===== src/rtl/jk_seq_driver.sv =====
// jk_seq_driver: shadow modulo-MOD counter that produces per-bit J/K drive for
// an external bank of JK flip-flops. It also checks the bank's q outputs against
// the shadow copy and holds a sticky mismatch flag.
module jk_seq_driver #(
   parameter int WIDTH      = 4,
   parameter int MOD        = 10,
   parameter bit USE_TOGGLE = 1'b0
) (
   input  logic             clk,
   input  logic             clr_n,
   input  logic [1:0]       cmd,
   input  logic [WIDTH-1:0] load_val,
   input  logic             chk_en,
   input  logic             err_clr,
   input  logic [WIDTH-1:0] q_fb,
   output logic [WIDTH-1:0] j,
   output logic [WIDTH-1:0] k,
   output logic             bank_clr,
   output logic [WIDTH-1:0] cur,
   output logic             tc,
   output logic             load_err,
   output logic             err
);

   localparam logic [WIDTH-1:0] LAST    = WIDTH'(MOD - 1);
   localparam logic [WIDTH:0]   MOD_EXT = (WIDTH + 1)'(MOD);

   localparam logic [1:0] CMD_HOLD = 2'b00;
   localparam logic [1:0] CMD_UP   = 2'b01;
   localparam logic [1:0] CMD_DOWN = 2'b10;
   localparam logic [1:0] CMD_LOAD = 2'b11;

   // Increment with wrap at MOD rather than at 2^WIDTH.
   function automatic logic [WIDTH-1:0] step_up(input logic [WIDTH-1:0] v);
      return (v == LAST) ? '0 : v + 1'b1;
   endfunction

   // Decrement with wrap from 0 to MOD-1.
   function automatic logic [WIDTH-1:0] step_down(input logic [WIDTH-1:0] v);
      return (v == '0) ? LAST : v - 1'b1;
   endfunction

   // A load value is legal only inside the modulo range.
   function automatic logic load_ok(input logic [WIDTH-1:0] v);
      return ({1'b0, v} < MOD_EXT);
   endfunction

   logic [WIDTH-1:0] cur_r;
   logic [WIDTH-1:0] nxt;
   logic [WIDTH-1:0] chg;
   logic             bank_clr_r;
   logic             load_err_r;
   logic             err_r;
   logic             active;
   logic             illegal_load;
   logic             tc_c;

   // Next-state, terminal count and illegal-load detect; commands are ignored
   // while the bank is being cleared or reset is asserted.
   always_comb begin
      active       = clr_n & ~bank_clr_r;
      nxt          = cur_r;
      illegal_load = 1'b0;
      tc_c         = 1'b0;
      if (active) begin
         case (cmd)
            CMD_HOLD: nxt = cur_r;
            CMD_UP: begin
               nxt  = step_up(cur_r);
               tc_c = (cur_r == LAST);
            end
            CMD_DOWN: begin
               nxt  = step_down(cur_r);
               tc_c = (cur_r == '0);
            end
            CMD_LOAD: begin
               if (load_ok(load_val)) begin
                  nxt = load_val;
               end else begin
                  nxt          = cur_r;
                  illegal_load = 1'b1;
               end
            end
            default: nxt = cur_r;
         endcase
      end
   end

   // Per-bit excitation: unchanged bits get memory (0/0), changing bits get
   // either set/reset or toggle encoding, all forced to 0/0 when inactive.
   always_comb begin
      chg = (cur_r ^ nxt) & {WIDTH{active}};
      j   = '0;
      k   = '0;
      if (USE_TOGGLE) begin
         j = chg;
         k = chg;
      end else begin
         j = chg & nxt;
         k = chg & ~nxt;
      end
   end

   // Shadow state, bank clear sequencing, load error pulse and sticky compare.
   always_ff @(posedge clk) begin
      if (!clr_n) begin
         cur_r      <= '0;
         bank_clr_r <= 1'b1;
         load_err_r <= 1'b0;
         err_r      <= 1'b0;
      end else begin
         cur_r      <= nxt;
         bank_clr_r <= 1'b0;
         load_err_r <= illegal_load;
         if (chk_en && !bank_clr_r && (q_fb != cur_r)) begin
            err_r <= 1'b1;
         end else if (err_clr) begin
            err_r <= 1'b0;
         end
      end
   end

   assign cur      = cur_r;
   assign bank_clr = bank_clr_r;
   assign tc       = tc_c;
   assign load_err = load_err_r;
   assign err      = err_r;

endmodule


===== config.mk =====
export PLATFORM = sky130hd
export DESIGN_NAME = jk_seq_driver
export DESIGN_NICKNAME = d
export VERILOG_FILES = /design/src/rtl/jk_seq_driver.sv
export SDC_FILE = /design/constraint.sdc
export NUM_CORES = 1
export LEC_CHECK = 0
export BUFFER_PORTS_ARGS = -buffer_cell sky130_fd_sc_hd__buf_2
export CORE_MARGIN = 2
export CORE_UTILIZATION = 40
export CTS_CLUSTER_DIAMETER = 200
export DETAILED_ROUTE_END_ITERATION = 8
export HOLD_SLACK_MARGIN = 0.12
export PLACE_DENSITY = 0.82
export SYNTH_ARGS = -nofsm -noshare
export SYNTH_HDL_FRONTEND = slang
export SYNTH_SLANG_ARGS = --single-unit

===== constraint.sdc =====
create_clock -name clk -period 1.7 [get_ports clk]
set_input_delay 0.255 -clock clk [delete_from_list [all_inputs] [get_ports clk]]
set_output_delay 0.255 -clock clk [all_outputs]
set_load 0.005 [all_outputs]

==> impl_results.rst, run 1 <==
.. list-table::
   :header-rows: 1

   * - Metric
     - Value
   * - Status
     - finished, violations left
   * - Violated checks
     - setup timing
   * - Total wire length after detailed routing
     - 2470 um
   * - Number of vias per cell
     - 5.58
   * - Placeable core region
     - 1730 um^2
   * - Final net count
     - 161
   * - Count of TritonRoute iterations in the first routing pass
     - 4
   * - Clk Latency, worst-skew pair
     - 0.26 ns
   * - Total number of H-tree levels
     - 1
   * - Port Buffer Count
     - 29
   * - WL/cell
     - 15.1 um
   * - Post-route minimum period
     - 1.98 ns
   * - Final setup violation count
     - 7
   * - Worst Path Required
     - 1.44 ns
   * - Total global routing track utilization
     - 0.239
   * - Delay contributed by the slowest stage of the critical path
     - 0.38 ns
   * - Half-perimeter wire length of the detailed placement result
     - 1580 um
   * - Largest net degree at the start of global routing
     - 12
   * - Setup WS post-layout
     - -0.283 ns
   * - Grt ovf
     - 0
   * - Category of the critical setup timing path
     - flop to primary output
   * - Antenna violations before repair
     - 0
   * - Number of different library cells in the post-synthesis netlist
     - 38
   * - Starting Density
     - 0.429
   * - CTS Hold Buffers Added
     - 0
   * - Overall via count from detail_route
     - 915
   * - Sequence of cells on the critical path
     - ha_4 > a21bo_2 > mux2i_1 > a221oi_2 > and3_1 > buf_2
   * - Setup slack of the most critical reg-to-reg path
     - 0.13 ns
   * - Die H
     - 47.0 um
   * - Dominant delay contributor by cell family on the critical path
     - compound AO/OA/AOI/OAI gates
   * - Setup skew after layout
     - 0.00462 ns
   * - Wire length of the first global-routing pass
     - 3650 um
   * - Count of antenna diodes in the layout
     - 0
   * - Worst Path Max Fanout
     - 5
   * - Class of the worst hold path
     - input pin to flop
   * - Vias in the first global route
     - 779
   * - Area growth syn-to-layout
     - 53.4%
   * - Slowest cell on the critical path
     - sky130_fd_sc_hd__dfxtp_4
   * - CTS tree
     - yes
   * - Fin Hold WS
     - 0.178 ns
   * - Total of warnings raised by yosys
     - 0
   * - Io pins
     - 30
   * - Share of flip-flops with an asynchronous set or reset
     - 0
   * - Startpoint Class
     - flop
   * - EDFF count, synth
     - 0
   * - Post-synthesis sequential area ratio
     - 0.189
   * - Setup TNS
     - -1.49 ns
   * - Clock buffers created by TritonCTS
     - 3
   * - Mapped Area
     - 741 um^2
   * - Flip-flop and latch count after synthesis
     - 7
   * - Synth Area per Inst
     - 7.96 um^2
   * - Data arrival time of the critical path
     - 1.73 ns
   * - P per Cell Area
     - 537 nW/um^2
   * - Clock Tree Root
     - sky130_fd_sc_hd__clkbuf_4
   * - Least-Margin Pin Slew
     - 0.345 ns
   * - Most common cell after layout, fill and taps aside
     - sky130_fd_sc_hd__buf_2
   * - Iteration-0 DRC Markers
     - 52
   * - Die ar.
     - 2210 um^2
   * - Final non-filler cell total
     - 164
   * - Clock transition at the register clock pins on the worst setup and hold paths after CTS
     - 0.06 ns
   * - Die width
     - 47.0 um
   * - Placer's final routability congestion estimate
     - 0.816
   * - Critical path buffers and inverters
     - 1
   * - Leakage power summed over all cells
     - 0.543 nW
   * - Period utilisation layout
     - 1.17
   * - # Max-Cap Violations
     - 0
   * - Achievable clock frequency
     - 0.504 GHz
   * - Hold Fails Final Rpt
     - 0
   * - RSZ-0062 raised after global routing
     - yes
   * - Number of standard cells after synthesis
     - 93
   * - Max Buffers Root-to-Sink
     - 2
   * - Cell row count
     - 15
   * - Clock sink count
     - 7
   * - Layout cells sized above 1
     - 0.532
   * - Slew Viols, Final
     - 0
   * - Placement-stage worst setup slack
     - -0.0476 ns
   * - Synthesized netlist net count
     - 114
   * - Largest vdd supply drop
     - 0.444 mV
   * - Placed Cells incl. Taps
     - 155
   * - Dominant synthesized flop cell
     - sky130_fd_sc_hd__dfxtp_1
   * - Drc violations
     - 0
   * - Setup crit end kind
     - primary output
   * - Post-route antenna net violation count
     - 0
   * - Commonest cells after routing, fill and taps aside
     - sky130_fd_sc_hd__buf_2 (29), sky130_fd_sc_hd__buf_4 (16), sky130_fd_sc_hd__nand2_1 (7), sky130_fd_sc_hd__nor2_1 (7)
   * - Slew headroom
     - 0.770
==> power breakdown <==
group / internal, W / total, W / switching (W)
logic: 0.000127 / 0.000255 / 0.000128
registers: 0.000174 / 0.000193 / 0.0000196
clock network: 0.0000902 / 0.000162 / 0.0000715
total: 0.000391 / 0.000610 / 0.000219
==> Yosys cell counts (3+ instances only) <==
master	instances	area, um^2
sky130_fd_sc_hd__xor2_1	4	35.0
sky130_fd_sc_hd__nand3_1	3	15.0
sky130_fd_sc_hd__nor3_1	6	30.0
sky130_fd_sc_hd__inv_1	8	30.0
sky130_fd_sc_hd__nand2_1	7	26.3
sky130_fd_sc_hd__mux2i_1	3	30.0
sky130_fd_sc_hd__nor2_1	7	26.3
sky130_fd_sc_hd__and3_1	3	18.8
sky130_fd_sc_hd__a21oi_1	4	20.0
sky130_fd_sc_hd__ha_1	7	87.6
sky130_fd_sc_hd__dfxtp_1	7	140
sky130_fd_sc_hd__o21ai_1	3	15.0
==> worst register-to-register path, delay by kind of cell, from the launching register on <==
kind,cells,cell delay (ns)
flops,1,0.37
fa+ha+maj,1,0.14
buf+inv,3,0.33
simple gates,2,0.29
compound gates,2,0.32
==> per-stage QoR <==
step | area, um^2 | power [W] | utilization
after floorplan | 741 | 0.000310 | -
after global placement | 972 | 0.000380 | 0.563
after detailed placement | 972 | 0.000389 | 0.563
after CTS | 1100 | 0.000585 | 0.640
after global routing | 1140 | 0.000646 | 0.658
final | 1140 | 0.000610 | 0.658
==> area by class of cell <==
cell class	count	area, um^2
clock buffers	4	26.3
fillers	139	591
inverters	8	37.5
multi-input cells	74	612
flip-flops and latches	7	153
well taps	25	31.3
repair buffers	46	277
==> worst paths after layout <==
| check | end | startpoint | cells past startpoint |
|---|---|---|---|
| max | k[2] | cur[0] | 6 |
| min | err | err_clr | 2 |
| max reg2reg | cur[1] | cur[1] | 8 |
| min reg2reg | err | err | 2 |
==> kinds of logic (layout without fill, tap and decap cells) <==
logic type	after synthesis	in the layout	synth area share
and+or+nand+nor	36	36	0.258
AOI/OAI and AO/OA	23	23	0.247
buffers and inverters	12	58	0.0878
adders and majority gates	7	7	0.118
DFF	7	7	0.189
xor gates and xnor gates	5	5	0.0591
muxes	3	3	0.0405
==> layer usage <==
layer / part of all wire / track usage / routed length [um]
met5: 0 / 0 / 0
met4: 0.015 / 0.0722 / 38
met3: 0.084 / 0.0731 / 208
met2: 0.50 / 0.397 / 1240
met1: 0.40 / 0.296 / 980
==> sequential cells by signal, summed over array words and instances, names as in the netlist <==
register and count:
err 1, bank_clr 1, load_err 1, cur 4
==> repair_timing <==
item	CTS	global route
setup buffers	4	1
gates resized for setup	21	6
cloned	0	0
pin swaps	9	6
setup endpoints to repair	9	9
No activity file was read; power rests on OpenSTA's default activity.
==> run 2: changes to the inputs <==
SKIP_LAST_GASP = 1   (was not set)
==> run 2 against run 1 <==
  * The flow still finishes with violations (setup timing)
  * Clock power barely moved
  * Count of clock-buffer cells in the layout unchanged
  * Die area is the same
  * Critical path type unchanged
==> impl_results.rst, run 2 (synthesis gave the netlist of run 1 again) <==
.. list-table::
   :header-rows: 1

   * - Metric
     - Value
   * - Count of antenna diodes in the layout
     - 0 (unchanged)
   * - Post-layout total power
     - 0.000610 W (unchanged)
   * - Die width
     - 47.0 um (unchanged)
   * - WL/cell
     - 15.1 um (unchanged)
   * - CTS Hold Buffers Added
     - 0 (unchanged)
   * - Vias in the first global route
     - 781 (+0.26%)
   * - Final setup violation count
     - 7 (unchanged)
   * - Largest vdd supply drop
     - 0.444 mV (unchanged)
   * - Category of the critical setup timing path
     - flop to primary output
   * - Total wire length after detailed routing
     - 2470 um (unchanged)
   * - Half-perimeter wire length of the detailed placement result
     - 1580 um (unchanged)
   * - Slew Viols, Final
     - 0 (unchanged)
   * - Area growth syn-to-layout
     - 53.4% (unchanged)
   * - Clock Tree Root
     - sky130_fd_sc_hd__clkbuf_4
   * - RR Startpoint
     - cur[1]
   * - Final non-filler cell total
     - 164 (unchanged)
   * - Least-Margin Pin Slew
     - 0.345 ns (unchanged)
   * - Startpoint Class
     - flop
   * - Period utilisation layout
     - 1.17 (unchanged)
   * - Number of cells traversed by the worst register-to-register path
     - 8 (unchanged)
   * - Overall via count from detail_route
     - 915 (unchanged)
   * - Largest register FFs
     - 4 (unchanged)
   * - Cell row count
     - 15 (unchanged)
   * - Data arrival time of the critical path
     - 1.73 ns (about the same)
   * - Achievable clock frequency
     - 0.504 GHz (unchanged)
   * - Critical Path Sink
     - k[2]
   * - Iteration-0 DRC Markers
     - 52 (unchanged)
   * - Sequence of cells on the critical path
     - ha_4 > a21bo_2 > mux2i_1 > a221oi_2 > and3_1 > buf_2
   * - Drc violations
     - 0 (unchanged)
   * - Worst Path Required
     - 1.44 ns (about the same)
   * - Antenna violations before repair
     - 0 (unchanged)
   * - Delay contributed by the slowest stage of the critical path
     - 0.38 ns (about the same)
   * - RSZ-0062 raised after global routing
     - yes
   * - Port Buffer Count
     - 29 (unchanged)
   * - CTS tree
     - yes
   * - Portion of total power attributed to combinational logic
     - 0.418 (about the same)
   * - GRT met2 Usage
     - 0.397 (unchanged)
   * - Clock transition at the register clock pins on the worst setup and hold paths after CTS
     - 0.06 ns (about the same)
   * - Total global routing track utilization
     - 0.239 (unchanged)
   * - Sequential Power Share
     - 0.317 (about the same)
   * - GRT met3 Usage
     - 0.0731 (unchanged)
   * - Die H
     - 47.0 um (unchanged)
   * - Clock buffers created by TritonCTS
     - 3 (unchanged)
   * - Max Buffers Root-to-Sink
     - 2 (unchanged)
   * - Setup slack of the most critical reg-to-reg path
     - 0.13 ns (about the same)
   * - Grt ovf
     - 0 (unchanged)
   * - Wire length of the first global-routing pass
     - 3650 um (unchanged)
   * - P per Cell Area
     - 537 nW/um^2 (unchanged)
   * - Net Switching
     - 0.000219 W (unchanged)
   * - Placer's final routability congestion estimate
     - 0.816 (unchanged)
   * - Slowest cell on the critical path
     - sky130_fd_sc_hd__dfxtp_4
   * - Internal cell power
     - 0.000391 W (unchanged)
   * - Clk pwr share
     - 0.265 (about the same)
   * - Most common cell after layout, fill and taps aside
     - sky130_fd_sc_hd__buf_2
   * - Dominant delay contributor by cell family on the critical path
     - compound AO/OA/AOI/OAI gates
   * - Worst Path Max Fanout
     - 5 (unchanged)
   * - Leakage power summed over all cells
     - 0.543 nW (unchanged)
   * - Placed Cells incl. Taps
     - 155 (unchanged)
   * - Most congested layer reported by global routing
     - met2
   * - Clock sink count
     - 7 (unchanged)
   * - Endpoint of the lowest-slack register-to-register path
     - cur[1]
   * - Layout cells sized above 1
     - 0.532 (unchanged)
   * - Violated checks
     - setup timing
   * - Die ar.
     - 2210 um^2 (unchanged)
   * - Placeable core region
     - 1730 um^2 (unchanged)
   * - Status
     - finished, violations left
   * - Commonest cells after routing, fill and taps aside
     - sky130_fd_sc_hd__buf_2 (29), sky130_fd_sc_hd__buf_4 (16), sky130_fd_sc_hd__nand2_1 (7), sky130_fd_sc_hd__nor2_1 (7)
   * - Largest net degree at the start of global routing
     - 12 (unchanged)
   * - CP Launch Point
     - cur[0]
   * - Slew headroom
     - 0.770 (unchanged)
   * - Grt met1 use
     - 0.296 (unchanged)
   * - Starting Density
     - 0.429 (unchanged)
   * - Total number of H-tree levels
     - 1 (unchanged)
   * - Post-route antenna net violation count
     - 0 (unchanged)
   * - Number of vias per cell
     - 5.58 (unchanged)
   * - Net Sw Frac
     - 0.360 (unchanged)
   * - Count of cell instances traversed by the critical path
     - 6 (unchanged)
   * - Count of TritonRoute iterations in the first routing pass
     - 4 (unchanged)
   * - Io pins
     - 30 (unchanged)
   * - Class of the worst hold path
     - input pin to flop
   * - Post-route minimum period
     - 1.98 ns (unchanged)
   * - Setup crit end kind
     - primary output
   * - Setup skew after layout
     - 0.00462 ns (unchanged)
   * - # Max-Cap Violations
     - 0 (unchanged)
   * - Final net count
     - 161 (unchanged)
   * - Placement-stage worst setup slack
     - -0.0476 ns (unchanged)
   * - Clk Latency, worst-skew pair
     - 0.26 ns (about the same)
   * - Hold Fails Final Rpt
     - 0 (unchanged)
   * - Setup WS post-layout
     - -0.283 ns (unchanged)
   * - Critical path buffers and inverters
     - 1 (unchanged)
## run 2: area by class of cell
| class | instances | area [um^2] |
|---|---|---|
| Fill cell | 139 | 591 |
| Clock buffer | 4 | 26.3 |
| Multi-Input combinational cell | 74 | 612 |
| Sequential cell | 7 | 153 |
| Timing Repair Buffer | 46 | 277 |
| Tap cell | 25 | 31.3 |
| Inverter | 8 | 37.5 |
## run 2: metal layers
metal  routed length, um  vias up  share of wire
met3                 208        6          0.084
li1                    -      425              -
met2                1240       53           0.50
met1                 980      431           0.40
met5                   0        -              0
met4                  38        0          0.015
## run 2: what timing repair did
item,in CTS,in global routing
pin swaps,9,6
setup buffers,4,1
gates resized for setup,21,6
setup endpoints to repair,9,9
endpoints found under the hold margin,0,0
## run 2: power groups by stage
stage               Clock [W]  Combinational, W  Sequential (W)
finish               0.000162          0.000255        0.000193
CTS                  0.000164          0.000230        0.000191
detailed placement          0          0.000198        0.000191
global route         0.000178          0.000273        0.000195
global placement            0          0.000190        0.000190
floorplan                   0          0.000121        0.000189
## run 2: stage by stage
| stage | instance area (um^2) | TNS, ns | utilization | hold WS [ns] |
|---|---|---|---|---|
| 2_1_floorplan | 741 | 0 | - | 0.312 |
| 3_3_place_gp | 972 | -0.0203 | 0.563 | 0.439 |
| 3_5_place_dp | 972 | -0.109 | 0.563 | 0.465 |
| 4_1_cts | 1100 | -1.23 | 0.640 | 0.179 |
| 5_1_grt | 1140 | -2.09 | 0.658 | 0.172 |
| 6_report | 1140 | -1.49 | 0.658 | 0.178 |
## run 2: worst min-delay path by stage
stage,from,end,cells past startpoint
after floorplan,clr_n,bank_clr,1
after global placement,err_clr,err,2
after detailed placement,err_clr,err,2
after CTS,err_clr,err,2
after global routing,err_clr,err,2
final,err_clr,err,2
